[src/rtl/sequential_divider_16_pkg.sv]
// sequential_divider_16_pkg: widths and FSM encoding shared by the restoring divider.
package sequential_divider_16_pkg;
    localparam int DIV_N = 16;
    function automatic int cnt_w(input int n);
        return $clog2(n) + 1;
    endfunction
    localparam int CNT_W = cnt_w(DIV_N);
    typedef enum logic [1:0] {IDLE = 2'd0, CALC = 2'd1, DONE = 2'd2} state_t;
endpackage

[src/rtl/sequential_divider_16_if.sv]
// sequential_divider_16_if: start/busy/done handshake plus operands and results.
interface sequential_divider_16_if
    import sequential_divider_16_pkg::*;
#(
    parameter int N = DIV_N
);
    logic           iStart;
    logic [2*N-1:0] iDividend;
    logic [N-1:0]   iDivisor;
    logic           oBusy;
    logic           oDone;
    logic           oError;
    logic [N-1:0]   oQuotient;
    logic [N-1:0]   oRemainder;
    modport master (output iStart, iDividend, iDivisor, input oBusy, oDone, oError, oQuotient, oRemainder);
    modport slave (input iStart, iDividend, iDivisor, output oBusy, oDone, oError, oQuotient, oRemainder);
endinterface

[src/rtl/sequential_divider_16_divide_step.sv]
// divide_step: one restoring step; subtract the divisor when it fits, emit the quotient bit.
module divide_step #(
    parameter int N = 16
) (
    input  logic [N:0]   t_i,
    input  logic [N-1:0] d_i,
    output logic [N:0]   p_o,
    output logic         q_o
);
    always_comb begin
        q_o = t_i >= {1'b0, d_i};
        p_o = q_o ? t_i - {1'b0, d_i} : t_i;
    end
endmodule

[src/rtl/sequential_divider_16.sv]
// sequential_divider_16: 2N/N restoring divider, one quotient bit per clock.
module sequential_divider_16
    import sequential_divider_16_pkg::*;
#(
    parameter int N = DIV_N
) (
    input logic                   Clock,
    input logic                   Reset,
    sequential_divider_16_if.slave bus
);
    localparam int CW = cnt_w(N);
    state_t          state_q;
    logic [N:0]      p_q, p_d;
    logic [N-1:0]    q_q, q_d, d_q, quo_q, rem_q;
    logic [CW-1:0]   cnt_q;
    logic            busy_q, done_q, err_q, bit_d, bad;
    divide_step #(.N(N)) u_step (
        .t_i({p_q[N-1:0], q_q[N-1]}),
        .d_i(d_q),
        .p_o(p_d),
        .q_o(bit_d)
    );
    always_comb begin
        q_d = {q_q[N-2:0], bit_d};
        bad = (bus.iDivisor == '0) || (bus.iDividend[2*N-1:N] >= bus.iDivisor);
    end
    // A valid request is also taken in DONE so held iStart streams every N+1 cycles;
    // error requests wait for IDLE so oDone never pulses twice in a row.
    always_ff @(posedge Clock) begin
        if (Reset) begin
            state_q <= IDLE;
            p_q     <= '0;
            q_q     <= '0;
            d_q     <= '0;
            cnt_q   <= '0;
            busy_q  <= 1'b0;
            done_q  <= 1'b0;
            err_q   <= 1'b0;
            quo_q   <= '0;
            rem_q   <= '0;
        end else begin
            done_q <= 1'b0;
            err_q  <= 1'b0;
            case (state_q)
                IDLE, DONE: begin
                    state_q <= IDLE;
                    busy_q  <= 1'b0;
                    if (bus.iStart && !bad) begin
                        state_q <= CALC;
                        busy_q  <= 1'b1;
                        p_q     <= {1'b0, bus.iDividend[2*N-1:N]};
                        q_q     <= bus.iDividend[N-1:0];
                        d_q     <= bus.iDivisor;
                        cnt_q   <= '0;
                    end else if (bus.iStart && state_q == IDLE) begin
                        state_q <= DONE;
                        busy_q  <= 1'b1;
                        done_q  <= 1'b1;
                        err_q   <= 1'b1;
                        quo_q   <= '1;
                        rem_q   <= '0;
                    end
                end
                CALC: begin
                    p_q   <= p_d;
                    q_q   <= q_d;
                    cnt_q <= cnt_q + 1'b1;
                    if (cnt_q == CW'(N - 1)) begin
                        state_q <= DONE;
                        done_q  <= 1'b1;
                        quo_q   <= q_d;
                        rem_q   <= p_d[N-1:0];
                    end
                end
                default: state_q <= IDLE;
            endcase
        end
    end
    // The partial remainder stays below the divisor between steps, so its top bit is always clear.
    assert property (@(posedge Clock) disable iff (Reset) p_q[N] == 1'b0);
    assign bus.oBusy      = busy_q;
    assign bus.oDone      = done_q;
    assign bus.oError     = err_q;
    assign bus.oQuotient  = quo_q;
    assign bus.oRemainder = rem_q;
endmodule

[src/flat_wrapper.sv]
// flat-port wrapper written by rule: the top's interface ports become plain ports
module sequential_divider_16_flat import sequential_divider_16_pkg::*;
#(
    parameter int N = DIV_N
)
  (Clock, Reset, bus_iStart, bus_iDividend, bus_iDivisor, bus_oBusy, bus_oDone, bus_oError, bus_oQuotient, bus_oRemainder);
  sequential_divider_16_if #(.N(N)) bus_i ();
  input logic Clock;
  input logic Reset;
  input wire logic [$bits(bus_i.iStart)-1:0] bus_iStart;
  input wire logic [$bits(bus_i.iDividend)-1:0] bus_iDividend;
  input wire logic [$bits(bus_i.iDivisor)-1:0] bus_iDivisor;
  output wire logic [$bits(bus_i.oBusy)-1:0] bus_oBusy;
  output wire logic [$bits(bus_i.oDone)-1:0] bus_oDone;
  output wire logic [$bits(bus_i.oError)-1:0] bus_oError;
  output wire logic [$bits(bus_i.oQuotient)-1:0] bus_oQuotient;
  output wire logic [$bits(bus_i.oRemainder)-1:0] bus_oRemainder;
  assign bus_i.iStart = bus_iStart;
  assign bus_i.iDividend = bus_iDividend;
  assign bus_i.iDivisor = bus_iDivisor;
  assign bus_oBusy = bus_i.oBusy;
  assign bus_oDone = bus_i.oDone;
  assign bus_oError = bus_i.oError;
  assign bus_oQuotient = bus_i.oQuotient;
  assign bus_oRemainder = bus_i.oRemainder;
  sequential_divider_16 #(.N(N)) u_core (.Clock(Clock), .Reset(Reset), .bus(bus_i));
endmodule
[config.mk]
export PLATFORM = sky130hd
export DESIGN_NAME = sequential_divider_16_flat
export DESIGN_NICKNAME = d
export VERILOG_FILES = /design/src/rtl/sequential_divider_16_pkg.sv /design/src/rtl/sequential_divider_16_if.sv /design/src/rtl/sequential_divider_16_divide_step.sv /design/src/rtl/sequential_divider_16.sv /design/src/flat_wrapper.sv
export SDC_FILE = /design/constraint.sdc
export NUM_CORES = 1
export LEC_CHECK = 0
export BUFFER_PORTS_ARGS = -buffer_cell sky130_fd_sc_hd__buf_2
export CAP_MARGIN = 20
export CORE_MARGIN = 2
export CORE_UTILIZATION = 60
export DETAILED_ROUTE_END_ITERATION = 8
export GPL_ROUTABILITY_DRIVEN = 0
export PLACE_DENSITY = 0.93
export SLEW_MARGIN = 15
export SYNTH_ARGS = -nofsm -noshare
export SYNTH_HDL_FRONTEND = slang
export SYNTH_SLANG_ARGS = --single-unit
[constraint.sdc]
create_clock -name Clock -period 4.5 [get_ports Clock]
set_clock_uncertainty 0.05 [all_clocks]
set_input_delay 0.45 -clock Clock [delete_from_list [all_inputs] [get_ports Clock]]
set_output_delay 0.45 -clock Clock [all_outputs]
set_load 0.02 [all_outputs]
* After elaboration in Yosys (flattened, before gate mapping)
Cells that the tools add are included.
** Operators by class
- Muxes and demuxes :: 24
- Magnitude comparators :: 2
- Reductions and logical operators :: 12
- $add $sub $neg :: 2
- Equal/unequal tests :: 7
- Bitwise logic cells :: 1
** Operators by type and width (count)
- 16-bit two-way mux :: 9
- 16-bit one-hot mux with 2 select lines :: 4
- 17-bit by 16-bit greater-or-equal comparator with 1-bit output :: 1
- 16-bit greater-or-equal comparator :: 1
- 16-bit logical NOT :: 1
- 16-bit subtractor :: 1
- 5-bit one-hot mux with 2 select lines :: 1
- 2-bit two-way mux :: 3
- 2-bit by 1-bit inequality test with 1-bit output, second input constant :: 3
- 5-bit by 1-bit adder with 5-bit output, second input constant :: 1
- 5-bit by 4-bit == test with 1-bit output, second input constant :: 1
- 5-bit two-way mux :: 1
- 1-bit two-way mux :: 4
- 2-bit one-hot mux with 2 select lines :: 1
- 2-bit AND reduction :: 2
- 4-bit AND reduction :: 1
- 2-bit OR reduction :: 2
- 2-bit by 1-bit == test with 1-bit output, second input constant :: 1
- 2-bit == test, second input constant :: 1
- 1-bit logical AND :: 2
- 2-bit logical NOT :: 1
- 2-bit inequality test, second input constant :: 1
- 1-bit one-hot mux with 2 select lines :: 1
- 2-bit nonzero test :: 1
- other kinds (3) :: 3
** Storage, ports and cells
- Bits in registers :: 90
- Output and inout bits :: 35
- Input port bits :: 51
- Word-level logic and storage cells :: 58

* Logic depth before layout (Yosys ltp)
- Depth after elaboration :: 6
- Mapped depth :: 13
- Gate-level depth less buffers :: 12

* Modules after synthesis
A second synthesis with hierarchy kept.
** Second synthesis, totals
- Cell total of the unflattened synthesis :: 648
- Area, all modules :: 5357.6 µm²
** By module, submodules not included
- sequential_divider_16 :: times used 1, seq. area each 1801.7 µm², area each 4227.8 µm², cells an instance 500
- divide_step :: times used 1, seq. area each 0.0 µm², area each 1129.8 µm², cells an instance 148

* Worst setup path after synthesis
OpenSTA, ideal clock, no wires.
- Kind :: input -> register
- Start :: in bus_iDivisor[5]
- End :: reg u_core.q_q[14]
- Slack :: 1948 ps
- Data required time :: 4359 ps
- Arrival time :: 2411 ps
- Stages on the path :: 11
- Buffers on the path :: 2
- Library setup time :: 91 ps
- Path through :: inv_1 -> ha_1 -> a211oi_1 -> o22ai_1 -> nor3_1 -> a21oi_1 -> nor3_2 -> buf_4 -> buf_2 -> nand2_1 -> a311oi_1
** Between the ends
- Word-level cells in the longest chain between the ends :: 6
- Elaborated cells on any way between the ends :: 7
- Classes of those cells :: 1 x order compare; 1 x eq/ne; 5 x reduce/logical
** Ends and longest elaborated chain
- start, declared :: line flat_wrapper.sv:12 : input wire logic [$bits(bus_i.iDivisor)-1:0] bus_iDivisor;
- 16-bit greater-or-equal comparator / 16-bit logical NOT (equally long branches) :: line sequential_divider_16.sv:25 : bad = (bus.iDivisor == '0) || (bus.iDividend[2*N-1:N] >= bus.iDivisor);
- 1-bit logical OR * :: line sequential_divider_16.sv:25
- 1-bit logical NOT * :: line sequential_divider_16.sv:48 : if (bus.iStart && !bad) begin
- 1-bit logical AND * :: line sequential_divider_16.sv:48
- 2-bit by 1-bit inequality test with 1-bit output (no line) *
- 2-bit AND reduction (no line) *
- end signal, assigned :: line sequential_divider_16.sv:52 : q_q <= bus.iDividend[N-1:0];
- end signal, assigned :: line sequential_divider_16.sv:66 : q_q <= q_d;
- end, declared :: line sequential_divider_16.sv:14 : logic [N-1:0] q_q, q_d, d_q, quo_q, rem_q;
Mark *: on every way between the ends. The rest lies on a longest branch, timed or not.
A chain may end at the register's enable or synchronous reset.

* Worst setup path after layout
- Start :: reg u_core.d_q[4]
- End :: reg u_core.rem_q[3], in the netlist u_core.bus.oRemainder[3]
** Between the ends
- Word-level cells in the longest chain between the ends :: 4
** Ends and longest elaborated chain
- start, declared :: line sequential_divider_16.sv:14
- start signal, assigned :: line sequential_divider_16.sv:53 : d_q <= bus.iDivisor;
- 17-bit by 16-bit greater-or-equal comparator with 1-bit output :: line sequential_divider_16_divide_step.sv:11 : q_o = t_i >= {1'b0, d_i};
- 16-bit two-way mux :: line sequential_divider_16_divide_step.sv:12 : p_o = q_o ? t_i - {1'b0, d_i} : t_i;
- 16-bit two-way mux :: line sequential_divider_16.sv:68 : if (cnt_q == CW'(N - 1)) begin
- 16-bit one-hot mux with 2 select lines :: line sequential_divider_16.sv:44 : case (state_q)
- end signal, assigned :: line sequential_divider_16.sv:72 : rem_q <= p_d[N-1:0];
- end, declared :: line sequential_divider_16.sv:14
Every way passes these cells. The select of a mux whose other input is x is not followed.

==> results_dict.tcl <==
set metrics [dict create \
    outcome "complete, no violations" \
    wl_met3_um 1310 \
    ys_ff_latch 90 \
    async_flop_share_pct 0 \
    synth_cell_types 57 \
    dr_total_vias 4896 \
    avgSynthCellArea_um2 8.22 \
    r2r-start "u_core.d_q[4]" \
    hp-class "in2reg" \
    start_util_pct 60.9 \
    final_common_cell "dfxtp_1" \
    r2r_end "u_core.bus.oRemainder[3]" \
    insertedDiodeCount 0 \
    ff2ff_path_depth 10 \
    synthXorXnorAreaFrac_pct 2.13 \
    power_per_cell_area_nw_per_um2 449 \
    clock_path_buffers 2 \
    cp.required_ps 4720 \
    grt_pass1_wl_um 21200 \
    io-pin-count 86 \
    power.share.combinational_pct 40.0 \
    cts-root-buf "clkbuf_8" \
    power_frac_seq_pct 37.1 \
    synth-main-ff-cell "dfxtp_1" \
    cp-startpoint "u_core.d_q[4]" \
    switching_share_pct 38.7 \
    postSynthCellCount 600 \
    p_int_uw 1540 \
    worst_setup_path_start_kind "register" \
    worst_hold_slack_ps 285 \
    ir_drop_uv 222 \
    core-area_um2 8090 \
    layout_common_cells "90 x dfxtp_1, 87 x nand2_1, 85 x buf_2" \
    postPlaceCellArea_um2 5380 \
    pre_cts_ws_ps 1160 \
    grt_max_degree 52 \
    synth_top_area_share_pct 36.5 \
    via_per_inst 6.32 \
    stdcell_area_um2 5580 \
    r2r_slack_ps 1110 \
    grt_usage_pct 30.0 \
    report.final.setup_viol 0 \
    die_h_um 94.7 \
    syn_to_final_growth_pct 13.2 \
    ant_nets 0 \
    hpwl_um 9360 \
    synthMuxAreaShare_pct 4.21 \
    drt-initial-drc-count 584 \
    grt_overflow_total 0 \
    p_switching_uw 969 \
    synth_fa_ha_area_share_pct 9.03 \
    critical_path_class "reg2reg" \
    cts_inserted_buffers 9 \
    cts-resized-gates 0 \
    drv_cap 0 \
    wire_per_inst_um 17.2 \
    synthTopCellsByArea "dfxtp_1 37%, ha_1 8.6%, nand2_1 6.6%" \
    path_max_fanout 12 \
    path_clk_slew_ps 100 \
    ys_seq_area_share_pct 36.5 \
    grt_antenna_before_repair 0 \
    rsz0062_at_grt "no" \
    synth_compound_area_share_pct 23.0 \
    route.met2.wl_um 6360 \
    p_clk_share_pct 22.9 \
    drtPass1Iterations 6 \
    die_x_um 94.7 \
    cts_tree "built" \
    top_layer_used "met4" \
    yosys.area.top_type "dfxtp_1" \
    grt_pass1_vias 4489 \
    fin_crit_sh_pct 75.3 \
    slew_headroom_pct 23.1 \
    hold_violations 0 \
    post_cts_buffers 0 \
    synthesis.nets 686 \
    htreeDepth 3 \
    port_buffers 85 \
    timing.setup.tns_ps 0 \
    crit_path_end_kind "register" \
    cts_sinks 90 \
    nNetsFinal 751 \
    clk_latency_ps 380 \
    cts_hold_buf 0 \
    worst_pin_slew_ps 1150 \
    drive_above_1_share_pct 18.4 \
    power.leakage_uw 0.00240 \
    setup_ws_ps 1110 \
    slew_viol_final 0 \
    synth_top_family_by_area "compound AO/OA/AOI/OAI gates" \
    routed_wl_um 13400 \
    met1_length_um 5290 \
    syn-cell-area_um2 4930 \
    max_freq_mhz 295 \
    post-route-min-period_ps 3390 \
    cp-endpoint "u_core.bus.oRemainder[3]" \
    yosys.area_share.simple_pct 18.5 \
    die_area_um2 8960 \
    rows 33 \
    drc 0 \
    yosys_warnings 0 \
    cp.arrival_ps 3600 \
    synth_edf_count 0 \
]
power by group through the flow:
stage | Clock, µW | Combinational, µW | Sequential [µW]
finish | 575 | 1000 | 929
global route | 613 | 1080 | 938
global placement | 0 | 911 | 940
floorplan | 0 | 731 | 958
detailed placement | 0 | 957 | 943
CTS | 574 | 972 | 926
how the worst min path moves through the flow:
stage	start	endpoint	slack [ps]	depth (start not counted)
finish	bus_iDividend[12]	u_core.q_q[12]	280	3
global route	bus_iDividend[2]	u_core.q_q[2]	280	3
CTS	bus_iDividend[2]	u_core.q_q[2]	280	3
detailed placement	u_core.bus.oRemainder[8]	u_core.bus.oRemainder[8]	400	1
global placement	u_core.bus.oRemainder[11]	u_core.bus.oRemainder[11]	390	1
floorplan	u_core.d_q[10]	u_core.d_q[10]	390	2
logic make-up (layout without fill, tap and decap cells):
| kind of cell | count (synthesis) | count (layout) |
|---|---|---|
| muxes | 20 | 20 |
| xor gates and xnor gates | 12 | 12 |
| AOI/OAI and AO/OA | 162 | 162 |
| and+or+nand+nor | 202 | 202 |
| DFF | 90 | 90 |
| adders and majority gates | 35 | 35 |
| buffers and inverters | 79 | 149 |
flip-flops by register name, indices dropped and copies added, names as in the netlist:
signal and flops:
u_core.bus.oQuotient 16, u_core.cnt_q 5, u_core.state_q 2, u_core.bus.oBusy 1
u_core.q_q 16, u_core.bus.oRemainder 16, u_core.bus.oError 1, u_core.bus.oDone 1
u_core.d_q 16, u_core.p_q 16
stage by stage:
step                std cells  util [%]  total power (µW)
floorplan                 600         -              1690
global placement          759      66.5              1850
detailed placement        759      66.5              1900
CTS                       775      69.0              2470
global route              775      69.0              2630
finish                    775      69.0              2500
cell type report:
type	count	area, µm²
tap	105	131
clock inverter	6	73.8
fill	607	2510
sequential	90	1800
timing repair buffer	92	478
multi-input combinational	431	2820
inverter	41	154
clock buffer	10	128
synthesized netlist by cell type (all sizes together) (3+ instances only):
| library cell | instances |
|---|---|
| nor2b | 9 |
| inv | 41 |
| mux2i | 14 |
| nand4 | 5 |
| nand3 | 8 |
| and3 | 3 |
| o2111ai | 3 |
| a311oi | 20 |
| o2bb2ai | 11 |
| a21oi | 42 |
| nor2 | 59 |
| a32o | 3 |
| o21ai | 20 |
| nor4 | 8 |
| mux2 | 6 |
| dfxtp | 90 |
| nand2b | 6 |
| ha | 34 |
| xor2 | 5 |
| xnor2 | 7 |
| nand2 | 87 |
| nor3 | 6 |
| buf | 11 |
| clkbuf | 27 |
| a21o | 10 |
| a31oi | 3 |
| a211oi | 35 |
per-layer routing:
layer,up-vias,GRT usage [%]
li1,2270,-
met4,0,13.8
met1,2271,38.5
met3,53,5.91
met5,-,0
met2,302,48.6
critical path: stages (launching register included):
cell       delay [ps]
dfxtp_1           370
inv_1              50
ha_1              370
nand3_1           150
nor4_2            390
a2111oi_2         140
a21o_1            190
a31oi_2           620
buf_4             320
mux2_2            370
a32o_1            250
(Power assumes the default switching activity.)
